==> src/rtl/n64_pkg.sv <==
// Shared definitions for the N64 single-wire host poller.
// Contents: command byte constants, reply lengths, the host FSM state enum,
// and helpers that derive bit-cell timing from the clock-cycles-per-us value.
package n64_pkg;

  localparam logic [7:0] CMD_STATUS = 8'h00;
  localparam logic [7:0] CMD_POLL   = 8'h01;
  localparam logic [7:0] CMD_RESET  = 8'hFF;

  localparam logic [5:0] REPLY_LEN_SHORT = 6'd24;
  localparam logic [5:0] REPLY_LEN_LONG  = 6'd32;

  typedef enum logic [2:0] {
    ST_IDLE,
    ST_TX_BIT,
    ST_TX_STOP,
    ST_RX_WAIT,
    ST_RX_SAMPLE,
    ST_RX_STOP,
    ST_DONE,
    ST_ERR
  } state_e;

  // Bit-cell timing as a function of clock cycles per microsecond.
  function automatic int unsigned bit_cyc(input int unsigned us_cyc);
    return 4 * us_cyc;
  endfunction

  function automatic int unsigned short_cyc(input int unsigned us_cyc);
    return us_cyc;
  endfunction

  function automatic int unsigned long_cyc(input int unsigned us_cyc);
    return 3 * us_cyc;
  endfunction

  function automatic int unsigned sample_cyc(input int unsigned us_cyc);
    return 2 * us_cyc;
  endfunction

  function automatic int unsigned max_u(input int unsigned a, input int unsigned b);
    return (a > b) ? a : b;
  endfunction

  // Constants for the 12 MHz board clock.
  localparam int unsigned DEF_US_CYC = 12;
  localparam int unsigned BIT_CYC    = bit_cyc(DEF_US_CYC);
  localparam int unsigned SHORT_CYC  = short_cyc(DEF_US_CYC);
  localparam int unsigned LONG_CYC   = long_cyc(DEF_US_CYC);
  localparam int unsigned SAMPLE_CYC = sample_cyc(DEF_US_CYC);

  // Expected reply length for a command; 0 marks an unsupported command.
  function automatic logic [5:0] reply_len(input logic [7:0] cmd);
    case (cmd)
      CMD_STATUS, CMD_RESET: return REPLY_LEN_SHORT;
      CMD_POLL:              return REPLY_LEN_LONG;
      default:               return 6'd0;
    endcase
  endfunction

endpackage

==> src/rtl/n64_host_poller_if.sv <==
// Request/response and line signals of the N64 host poller.
//   start      : one-cycle transaction request
//   cmd        : command byte, sampled on the accepted start cycle
//   line_in    : raw bus level, asynchronous to clk
//   drive_low  : 1 = pull the line low, 0 = release
//   busy       : transaction in progress
//   resp_data  : last good reply, right-aligned
//   resp_valid : one-cycle pulse, resp_data updated
//   resp_err   : one-cycle pulse, transaction failed
// The slave modport is the poller; master is the requester / line side.
interface n64_host_poller_if;
  logic        start;
  logic [7:0]  cmd;
  logic        line_in;
  logic        drive_low;
  logic        busy;
  logic [31:0] resp_data;
  logic        resp_valid;
  logic        resp_err;

  modport master (
    output start, cmd, line_in,
    input  drive_low, busy, resp_data, resp_valid, resp_err
  );

  modport slave (
    input  start, cmd, line_in,
    output drive_low, busy, resp_data, resp_valid, resp_err
  );
endinterface

==> src/rtl/n64_line_sync.sv <==
// Two-flop synchronizer for the raw N64 bus level plus falling-edge detect.
//   clk, rst_n : clock, asynchronous active-low reset
//   line_in    : raw asynchronous bus level
//   line_s     : synchronized level
//   fall       : one-cycle pulse when line_s goes 1 -> 0
// Flops reset to 1 (idle bus level) so reset release never fakes an edge.
module n64_line_sync (
  input  logic clk,
  input  logic rst_n,
  input  logic line_in,
  output logic line_s,
  output logic fall
);

  logic meta_q;
  logic sync_q;
  logic prev_q;

  always_ff @(posedge clk or negedge rst_n) begin
    if (!rst_n) begin
      meta_q <= 1'b1;
      sync_q <= 1'b1;
      prev_q <= 1'b1;
    end else begin
      meta_q <= line_in;
      sync_q <= meta_q;
      prev_q <= sync_q;
    end
  end

  assign line_s = sync_q;
  assign fall   = prev_q & ~sync_q;

endmodule

==> src/rtl/n64_host_poller.sv <==
// Console-side initiator for the N64 single-wire bus.
// Sends one command byte with open-drain pulse coding (0 = 3us low/1us high,
// 1 = 1us low/3us high, then a 1us low stop), then decodes the 24- or 32-bit
// controller reply by sampling 2us after each falling edge.
//   clk, rst_n : clock, asynchronous active-low reset
//   bus        : slave side of n64_host_poller_if (start/cmd request,
//                line_in/drive_low line, busy/resp_* result)
// Parameters: US_CYC clocks per us, RESP_TIMEOUT_US first-reply limit,
// BIT_TIMEOUT_US limit between successive reply falling edges.
module n64_host_poller
  import n64_pkg::*;
#(
  parameter int unsigned US_CYC          = 12,
  parameter int unsigned RESP_TIMEOUT_US = 64,
  parameter int unsigned BIT_TIMEOUT_US  = 8
) (
  input  logic             clk,
  input  logic             rst_n,
  n64_host_poller_if.slave bus
);

  localparam int unsigned BIT_C    = bit_cyc(US_CYC);
  localparam int unsigned SHORT_C  = short_cyc(US_CYC);
  localparam int unsigned LONG_C   = long_cyc(US_CYC);
  localparam int unsigned SAMPLE_C = sample_cyc(US_CYC);
  localparam int unsigned RESP_C   = RESP_TIMEOUT_US * US_CYC;
  localparam int unsigned BITTO_C  = BIT_TIMEOUT_US * US_CYC;
  localparam int unsigned CNT_MAX  = max_u(max_u(RESP_C, BITTO_C), BIT_C);
  localparam int unsigned CNT_W    = $clog2(CNT_MAX + 1);

  localparam logic [CNT_W-1:0] K_BIT_LAST   = CNT_W'(BIT_C - 1);
  localparam logic [CNT_W-1:0] K_SHORT      = CNT_W'(SHORT_C);
  localparam logic [CNT_W-1:0] K_SHORT_LAST = CNT_W'(SHORT_C - 1);
  localparam logic [CNT_W-1:0] K_LONG       = CNT_W'(LONG_C);
  localparam logic [CNT_W-1:0] K_SAMPLE     = CNT_W'(SAMPLE_C);
  localparam logic [CNT_W-1:0] K_RESP_LAST  = CNT_W'(RESP_C - 1);
  localparam logic [CNT_W-1:0] K_BITTO_LAST = CNT_W'(BITTO_C - 1);

  logic line_s;
  logic fall;

  n64_line_sync u_sync (
    .clk     (clk),
    .rst_n   (rst_n),
    .line_in (bus.line_in),
    .line_s  (line_s),
    .fall    (fall)
  );

  state_e            state_q, state_d;
  logic [CNT_W-1:0]  cnt_q, cnt_d, cnt_inc;
  logic [7:0]        tx_sr_q, tx_sr_d;
  logic [5:0]        bit_q, bit_d;
  logic [5:0]        rx_len_q, rx_len_d;
  logic [31:0]       shadow_q, shadow_d;
  logic [31:0]       data_q, data_d;
  logic              stop_seen_q, stop_seen_d;
  logic              drive_q, drive_d;
  logic [5:0]        start_len;

  // Saturating increment: long idle periods must never wrap into a
  // spurious "in time" reading.
  assign cnt_inc   = (cnt_q == '1) ? cnt_q : cnt_q + 1'b1;
  assign start_len = reply_len(bus.cmd);

  always_ff @(posedge clk or negedge rst_n) begin
    if (!rst_n) begin
      state_q     <= ST_IDLE;
      cnt_q       <= '0;
      tx_sr_q     <= '0;
      bit_q       <= '0;
      rx_len_q    <= '0;
      shadow_q    <= '0;
      data_q      <= '0;
      stop_seen_q <= 1'b0;
      drive_q     <= 1'b0;
    end else begin
      state_q     <= state_d;
      cnt_q       <= cnt_d;
      tx_sr_q     <= tx_sr_d;
      bit_q       <= bit_d;
      rx_len_q    <= rx_len_d;
      shadow_q    <= shadow_d;
      data_q      <= data_d;
      stop_seen_q <= stop_seen_d;
      drive_q     <= drive_d;
    end
  end

  always_comb begin
    state_d     = state_q;
    cnt_d       = cnt_inc;
    tx_sr_d     = tx_sr_q;
    bit_d       = bit_q;
    rx_len_d    = rx_len_q;
    shadow_d    = shadow_q;
    data_d      = data_q;
    stop_seen_d = stop_seen_q;

    case (state_q)
      ST_IDLE: begin
        cnt_d = '0;
        if (bus.start) begin
          if (start_len == 6'd0 || !line_s) begin
            state_d = ST_ERR;
          end else begin
            state_d     = ST_TX_BIT;
            tx_sr_d     = bus.cmd;
            bit_d       = '0;
            rx_len_d    = start_len;
            shadow_d    = '0;
            stop_seen_d = 1'b0;
          end
        end
      end

      ST_TX_BIT: begin
        if (cnt_q == K_BIT_LAST) begin
          cnt_d = '0;
          if (bit_q == 6'd7) begin
            state_d = ST_TX_STOP;
            bit_d   = '0;
          end else begin
            bit_d   = bit_q + 6'd1;
            tx_sr_d = {tx_sr_q[6:0], 1'b0};
          end
        end
      end

      ST_TX_STOP: begin
        if (cnt_q == K_SHORT_LAST) begin
          cnt_d   = '0;
          state_d = ST_RX_WAIT;
        end
      end

      // From here on cnt_q counts cycles since the last detected reply
      // edge (or since release for the first bit), so the sample point
      // and the inter-edge timeout share one timer.
      ST_RX_WAIT: begin
        if (fall) begin
          state_d = ST_RX_SAMPLE;
          cnt_d   = CNT_W'(1);
        end else if (cnt_q >= ((bit_q == 6'd0) ? K_RESP_LAST : K_BITTO_LAST)) begin
          state_d = ST_ERR;
        end
      end

      ST_RX_SAMPLE: begin
        if (cnt_q == K_SAMPLE) begin
          shadow_d = {shadow_q[30:0], line_s};
          bit_d    = bit_q + 6'd1;
          state_d  = (bit_q + 6'd1 == rx_len_q) ? ST_RX_STOP : ST_RX_WAIT;
        end
      end

      ST_RX_STOP: begin
        if (!stop_seen_q) begin
          if (fall) begin
            stop_seen_d = 1'b1;
            cnt_d       = CNT_W'(1);
          end else if (cnt_q >= K_BITTO_LAST) begin
            state_d = ST_ERR;
          end
        end else if (line_s) begin
          state_d = ST_DONE;
          data_d  = shadow_q;
        end else if (cnt_q >= K_LONG) begin
          state_d = ST_ERR;
        end
      end

      ST_DONE: state_d = ST_IDLE;
      ST_ERR:  state_d = ST_IDLE;
      default: state_d = ST_IDLE;
    endcase
  end

  // drive_low is registered from the next-state values so the open-drain
  // enable never glitches on counter decode.
  always_comb begin
    drive_d = 1'b0;
    if (state_d == ST_TX_BIT) begin
      drive_d = cnt_d < (tx_sr_d[7] ? K_SHORT : K_LONG);
    end else if (state_d == ST_TX_STOP) begin
      drive_d = cnt_d < K_SHORT;
    end
  end

  assign bus.drive_low  = drive_q;
  assign bus.busy       = !(state_q inside {ST_IDLE, ST_DONE, ST_ERR});
  assign bus.resp_valid = (state_q == ST_DONE);
  assign bus.resp_err   = (state_q == ST_ERR);
  assign bus.resp_data  = data_q;

endmodule

==> src/flat_wrapper.sv <==
// flat-port wrapper written by rule: the top's interface ports become plain ports
module n64_host_poller_flat import n64_pkg::*;
#(
  parameter int unsigned US_CYC          = 12,
  parameter int unsigned RESP_TIMEOUT_US = 64,
  parameter int unsigned BIT_TIMEOUT_US  = 8
)
  (clk, rst_n, bus_start, bus_cmd, bus_line_in, bus_drive_low, bus_busy, bus_resp_data, bus_resp_valid, bus_resp_err);
  n64_host_poller_if bus_i ();
  input  logic clk;
  input  logic rst_n;
  input wire logic [$bits(bus_i.start)-1:0] bus_start;
  input wire logic [$bits(bus_i.cmd)-1:0] bus_cmd;
  input wire logic [$bits(bus_i.line_in)-1:0] bus_line_in;
  output wire logic [$bits(bus_i.drive_low)-1:0] bus_drive_low;
  output wire logic [$bits(bus_i.busy)-1:0] bus_busy;
  output wire logic [$bits(bus_i.resp_data)-1:0] bus_resp_data;
  output wire logic [$bits(bus_i.resp_valid)-1:0] bus_resp_valid;
  output wire logic [$bits(bus_i.resp_err)-1:0] bus_resp_err;
  assign bus_i.start = bus_start;
  assign bus_i.cmd = bus_cmd;
  assign bus_i.line_in = bus_line_in;
  assign bus_drive_low = bus_i.drive_low;
  assign bus_busy = bus_i.busy;
  assign bus_resp_data = bus_i.resp_data;
  assign bus_resp_valid = bus_i.resp_valid;
  assign bus_resp_err = bus_i.resp_err;
  n64_host_poller #(.US_CYC(US_CYC), .RESP_TIMEOUT_US(RESP_TIMEOUT_US), .BIT_TIMEOUT_US(BIT_TIMEOUT_US)) u_core (.clk(clk), .rst_n(rst_n), .bus(bus_i));
endmodule
==> config.mk <==
export PLATFORM = sky130hd
export DESIGN_NAME = n64_host_poller_flat
export DESIGN_NICKNAME = d
export VERILOG_FILES = /design/src/rtl/n64_pkg.sv /design/src/rtl/n64_host_poller_if.sv /design/src/rtl/n64_line_sync.sv /design/src/rtl/n64_host_poller.sv /design/src/flat_wrapper.sv
export SDC_FILE = /design/constraint.sdc
export NUM_CORES = 1
export LEC_CHECK = 0
export ABC_AREA = 1
export ABC_CLOCK_PERIOD_IN_PS = 2600
export CAP_MARGIN = 20
export CELL_PAD_IN_SITES_DETAIL_PLACEMENT = 0
export CELL_PAD_IN_SITES_GLOBAL_PLACEMENT = 2
export CORE_ASPECT_RATIO = 0.9
export CORE_UTILIZATION = 35
export DETAILED_ROUTE_END_ITERATION = 10
export PLACE_DENSITY_LB_ADDON = 0.1
export SLEW_MARGIN = 15
export SYNTH_ARGS = -nofsm -noshare
export SYNTH_HDL_FRONTEND = slang
export SYNTH_HIERARCHICAL = 1
export SYNTH_SLANG_ARGS = --single-unit
==> constraint.sdc <==
create_clock -name clk -period 2.6 [get_ports clk]
set_clock_uncertainty 0.05 [all_clocks]
set_input_delay 0.78 -clock clk [delete_from_list [all_inputs] [get_ports clk]]
set_output_delay 0.78 -clock clk [all_outputs]
set_load 0.05 [all_outputs]
**After elaboration in Yosys (flattened, before gate mapping)**

Index checks and enable logic that the tools add are counted.

- RAM bits: 0
- Bits of input ports: 12
- Memories kept: 0
- Bits in read-only memories: 0
- Register bits after elaboration: 102
- Bits in latches: 0
- Word-level logic and storage cells: 111

- $mul: 0
- Muxes and demuxes: 46
- Shifts and indexed selects: 0
- Eq/ne operators: 22
- Bitwise gates (word level): 3
- $add $sub $neg: 2
- Div/mod/pow operators: 0
- Reduce and logical (&&, ||, !) cells: 20
- Order comparisons: 5

Operator list:

| operator | number |
|---|---|
| $mux W32 | 3 |
| $pmux W32 S2 | 1 |
| $mux W10 | 6 |
| $pmux W10 S5 | 1 |
| $mux W3 | 14 |
| $mux W6 | 6 |
| $mux W8 | 4 |
| $pmux W3 S7 | 1 |
| $pmux W6 S3 | 1 |
| $pmux W8 S2 | 1 |
| $eq A3 B3 Y1 const B | 4 |
| $logic_not A6 Y1 | 2 |
| $pmux W6 S2 | 1 |
| $add A10 B1 Y10 const B | 1 |
| $eq A10 B10 Y1 const B | 1 |
| $eq A10 B4 Y1 const B | 1 |
| $eq A10 B5 Y1 const B | 1 |
| $eq A10 B6 Y1 const B | 1 |
| $ge A10 B10 Y1 | 1 |
| $ge A10 B6 Y1 const B | 1 |
| $ge A10 B7 Y1 const B | 1 |
| $lt A10 B10 Y1 | 1 |
| $lt A10 B4 Y1 const B | 1 |
| $reduce_and A5 Y1 | 2 |
| 22 further kinds | 41 |

**Logic depth before layout (Yosys ltp)**

- Word-level depth: 11
- Depth in mapped cells: 21
- Gate-level depth less buffers: 21

**Modules after synthesis**

The synthesis kept the hierarchy.

By module, submodules not included:

| module | area an instance (um2) | instances | cells an instance |
|---|---|---|---|
| n64_host_poller | 4892.2 | 1 | 584 |
| n64_line_sync | 88.8 | 1 | 5 |

**Least setup slack after synthesis**

Ideal clock, no wire load.

- Kind: reg2out
- Start: register u_core.state_q[2]
- End: output bus_busy
- Path buffers: 0
- Cell stages (with the launch flop): 5
- Arrival time: 1.613 ns
- Path slack: 0.157 ns
- Path through: dfrtp_1 > inv_2 > nand2_1 > inv_2 > a21oi_1

- Longest elaborated chain between the ends: 3
- Elaborated cells between the ends (all ways): 5
- Those cells by class: 2 x eq/ne; 3 x reduce/logical

Ends and longest elaborated chain:

| item | line | source |
|---|---|---|
| start, declared | n64_host_poller.sv:50 | `state_e state_q, state_d;` |
| start signal, assigned | n64_host_poller.sv:78 | `state_q <= state_d;` |
| $eq A3 B3 Y1 / $logic_not A3 Y1 (equally long branches) | n64_host_poller.sv:191 | `assign bus.busy = !(state_q inside {ST_IDLE, ST_DONE, ST_ERR});` |
| $reduce_bool A3 Y1 (*) | n64_host_poller.sv:191 |  |
| $logic_not A1 Y1 (*) | n64_host_poller.sv:191 |  |
| end, declared | flat_wrapper.sv:16 | `output wire logic [$bits(bus_i.busy)-1:0] bus_busy;` |

Every way passes the cells marked *; elsewhere a longest branch is shown, timed or not.

**Final worst setup path**

Ends and elaborated chain as after synthesis.

==> flow_metrics.py <==
metrics = {
    "outcome": {
        "status": "completed",
    },
    "place": {
        "dpl.cell_count": 842,
        "gp_congestion": 0.818,
        "portBuffers": 47,
        "dp_hpwl_um": 8470,
    },
    "floorplan": {
        "core_area_mm2": 0.0136,
        "die_area_mm2": 0.0147,
        "dieHeight_um": 115,
        "start_util_pct": 36.6,
        "ioPinCount": 48,
        "rows": 40,
        "die_w_um": 128,
    },
    "yosys": {
        "ys_types": 35,
        "synth_area_per_cell_um2": 8.46,
        "synth_edf_count": 0,
        "netlist_area_mm2": 0.00498,
        "yosysSeqAreaShare_pct": 49.3,
        "netlist_instances": 589,
        "async_reset_ff_share_pct": 100,
        "synth_top_area_cell": "dfrtp_1",
        "synth_warnings": 6,
        "synth_most_common_cell": "nand2_1",
        "ys.flop_type": "dfrtp_1",
        "ys_ff_latch": 98,
        "yosys.area.top_type_share_pct": 47.7,
        "syn-num-nets": 610,
        "synth_common_cells": "nand2_1 (188), dfrtp_1 (95), nand3_1 (63)",
        "netlist_top_cells_area": "dfrtp_1 (48%), nand2_1 (14%), mux2_2 (7.2%)",
    },
    "pwr": {
        "clkPwrFrac_pct": 47.6,
        "ir_drop_v": 0.000285,
        "p_comb_share_pct": 2.4,
        "switching_share_pct": 21.3,
        "p_seq_share_pct": 50.0,
        "p_per_area_mw_per_mm2": 485,
        "internal-power_uw": 2410,
        "p_switching_uw": 653,
        "leakage_uw": 0.00331,
    },
    "final_layout": {
        "area_growth_pct": 26.8,
        "diodes": 0,
        "fin_cells": 861,
        "multi_input_area_mm2": 0.00226,
        "final_nets": 688,
        "filler_cell_count": 1383,
        "ff_latch_area_mm2": 0.00246,
        "drive_above_1_share_pct": 20.2,
    },
    "grt": {
        "grt_usage_pct": 17.5,
        "grt_max_degree": 58,
        "antenna_found_initial": 0,
        "grt.overflow.total": 0,
        "grt_pass1_wl_um": 20100,
        "grt_pass1_vias": 3921,
    },
    "timing": {
        "hold_slack_ns": 0.301,
        "final-hold-violation-count": 0,
        "rsz0062_at_grt": "yes",
        "max_clock_freq_mhz": 408,
        "slew_headroom_pct": 66.2,
        "worst_pin_slew_ns": 0.505,
        "setup-tns-final_ns": 0,
        "setup_viol_count_final": 0,
        "period_needed_ns": 2.45,
        "finalMaxSlewViolations": 0,
        "timing.final.crit_share_pct": 94.2,
    },
    "worst_setup_path": {
        "crit_chain": "inv_2 -> nand2_2 -> inv_2 -> a21oi_1 -> buf_12",
        "slowest_stage": "dfrtp_2",
        "critical_path_class": "register to primary output",
        "cp-end-kind": "primary output",
        "slowest_delay_ns": 0.45,
        "crit_required_ns": 1.77,
        "arrival_ns": 1.62,
        "cpMostUsedCell": "inv_2",
        "cp-start-kind": "register",
        "cp_max_fo": 9,
    },
    "drt": {
        "drc_errors": 0,
        "top_layer_used": "met4",
        "dr_wl_met3_um": 416,
        "wl_per_cell_um": 13.7,
        "wl_met1_um": 5970,
        "vias": 4069,
        "wl_met2_um": 5300,
        "first_pass_iters": 4,
        "routed_wirelength_um": 11800,
        "final_antenna_net_count": 0,
        "drtIter0Drc": 199,
        "viasPerCell": 4.73,
    },
    "clock_tree": {
        "clock_tree.buffer_depth": 2,
        "cts_tree": "built",
        "insertion_delay_ns": 0.35,
        "cts_hold_buf": 0,
        "cts_sinks": 98,
        "cts_root_buffer": "clkbuf_16",
        "h-tree-depth": 3,
        "numCtsBuffers": 9,
        "clkTransAtPathRegs_ns": 0.07,
    },
    "min_path": {
        "hp-class": "input port to asynchronous set/reset pin",
    },
    "job": {
        "cap_violations": 0,
    },
}
==> final cells by class <==
class                           count  area share (%)
Inverter                           63            3.74
Timing Repair Buffer               82            12.8
Tap cell                          189            3.74
Clock buffer                       11            3.69
Multi-Input combinational cell    413            35.8
Clock inverter                      5            1.37
Sequential cell                    98            38.9
==> per-layer routing <==
layer | vias up | global-route usage, %
met1 | 1930 | 24.6
met4 | 0 | 5.88
met2 | 73 | 27.1
met3 | 10 | 3.30
met5 | - | 0
li1 | 2056 | -
==> timing repair <==
item / CTS / global route
setup endpoints to repair: 2 / 2
resized for setup: 2 / 18
pin swaps: 1 / 6
buffers inserted: 1 / 2
endpoints found under the hold margin: 0 / 0
==> worst max-delay path: cells and delay by family, from the launching register on <==
family	cells	cell delay, ns
AND/OR/NAND/NOR	1	0.16
buffers and inverters	3	0.40
flip-flops	1	0.45
AO/OA/AOI/OAI	1	0.25
==> cell usage in the layout, fill, tap and decap left out, types with 2 or more instances in the layout <==
master,n
bufinv_16,2
ha_1,7
nor3_1,5
inv_1,54
buf_4,34
nand3_1,62
dfrtp_1,94
clkdlybuf4s50_1,35
a21oi_1,12
buf_12,5
nor2_1,35
clkinv_4,2
mux2_2,32
nor2_4,7
nand4_1,8
o211ai_1,2
dfstp_2,3
o21ai_1,6
a22oi_1,4
dlymetal6s2s_1,8
xor2_1,2
clkbuf_1,2
nor3_2,3
nand3_2,3
clkbuf_16,9
nand2_4,2
o21ai_0,10
nand2_1,186
inv_2,9
nand2_2,8
nor2_2,8
==> power groups by stage <==
stage / logic (µW) / clock network [µW] / registers [µW]
floorplan: 6.80 / 0 / 1560
global placement: 74.7 / 0 / 1560
detailed placement: 76.1 / 0 / 1560
CTS: 76.9 / 1500 / 1530
global route: 83.7 / 1560 / 1530
finish: 73.4 / 1460 / 1530
==> state kept, by name, indices dropped and copies added (netlist names) <==
register              count
u_core/rx_len_q           2
u_core/stop_seen_q        1
u_core/cnt_q             10
u_core/bus.drive_low      1
u_core/shadow_q          32
u_core/bit_q              6
u_core/bus.resp_data     32
u_core/u_sync/line_s      1
u_core/u_sync/prev_q      1
u_core/state_q            3
u_core/u_sync/meta_q      1
u_core/tx_sr_q            8
==> stage by stage <==
step                worst slack (ns)  power, µW  utilization, %  area, µm²
floorplan                      0.157       1570               -       4980
detailed placement            -0.465       1640            43.4       5910
CTS                          -0.0860       3110            45.9       6240
global route                -0.00792       3170            46.4       6310
global placement              -0.380       1630            43.4       5910
finish                         0.151       3060            46.4       6310
==> final timing paths <==
| kind | from | to | slack [ns] | cells after the start |
|---|---|---|---|---|
| max | u_core/state_q[2]$_DFF_PN0_ | bus_busy | 0.15 | 5 |
| min | rst_n | u_core/cnt_q[1]$_DFF_PN0_ | 0.30 | 1 |
| max reg2reg | u_core/bit_q[0]$_DFFE_PN0P_ | u_core/bus.drive_low$_DFF_PN0_ | 0.25 | 21 |
| min reg2reg | u_core/u_sync/meta_q$_DFF_PN1_ | u_core/u_sync/line_s$_DFF_PN1_ | 0.31 | 0 |
| max in group asynchronous | rst_n | u_core/bit_q[5]$_DFFE_PN0P_ | 1.56 | 2 |
| min in group clk | u_core/u_sync/meta_q$_DFF_PN1_ | u_core/u_sync/line_s$_DFF_PN1_ | 0.31 | 0 |
==> kinds of logic (layout without fill, tap and decap cells) <==
logic type	Yosys count	after routing	synth area share, %
compound gates	40	40	4.85
xor+xnor	2	2	0.352
fa+ha+maj	9	9	2.26
buf+inv	78	161	6.30
flops	98	98	49.3
mux	32	32	7.23
simple gates	330	330	29.7
Note: power is estimated with default switching activity, not from simulation.
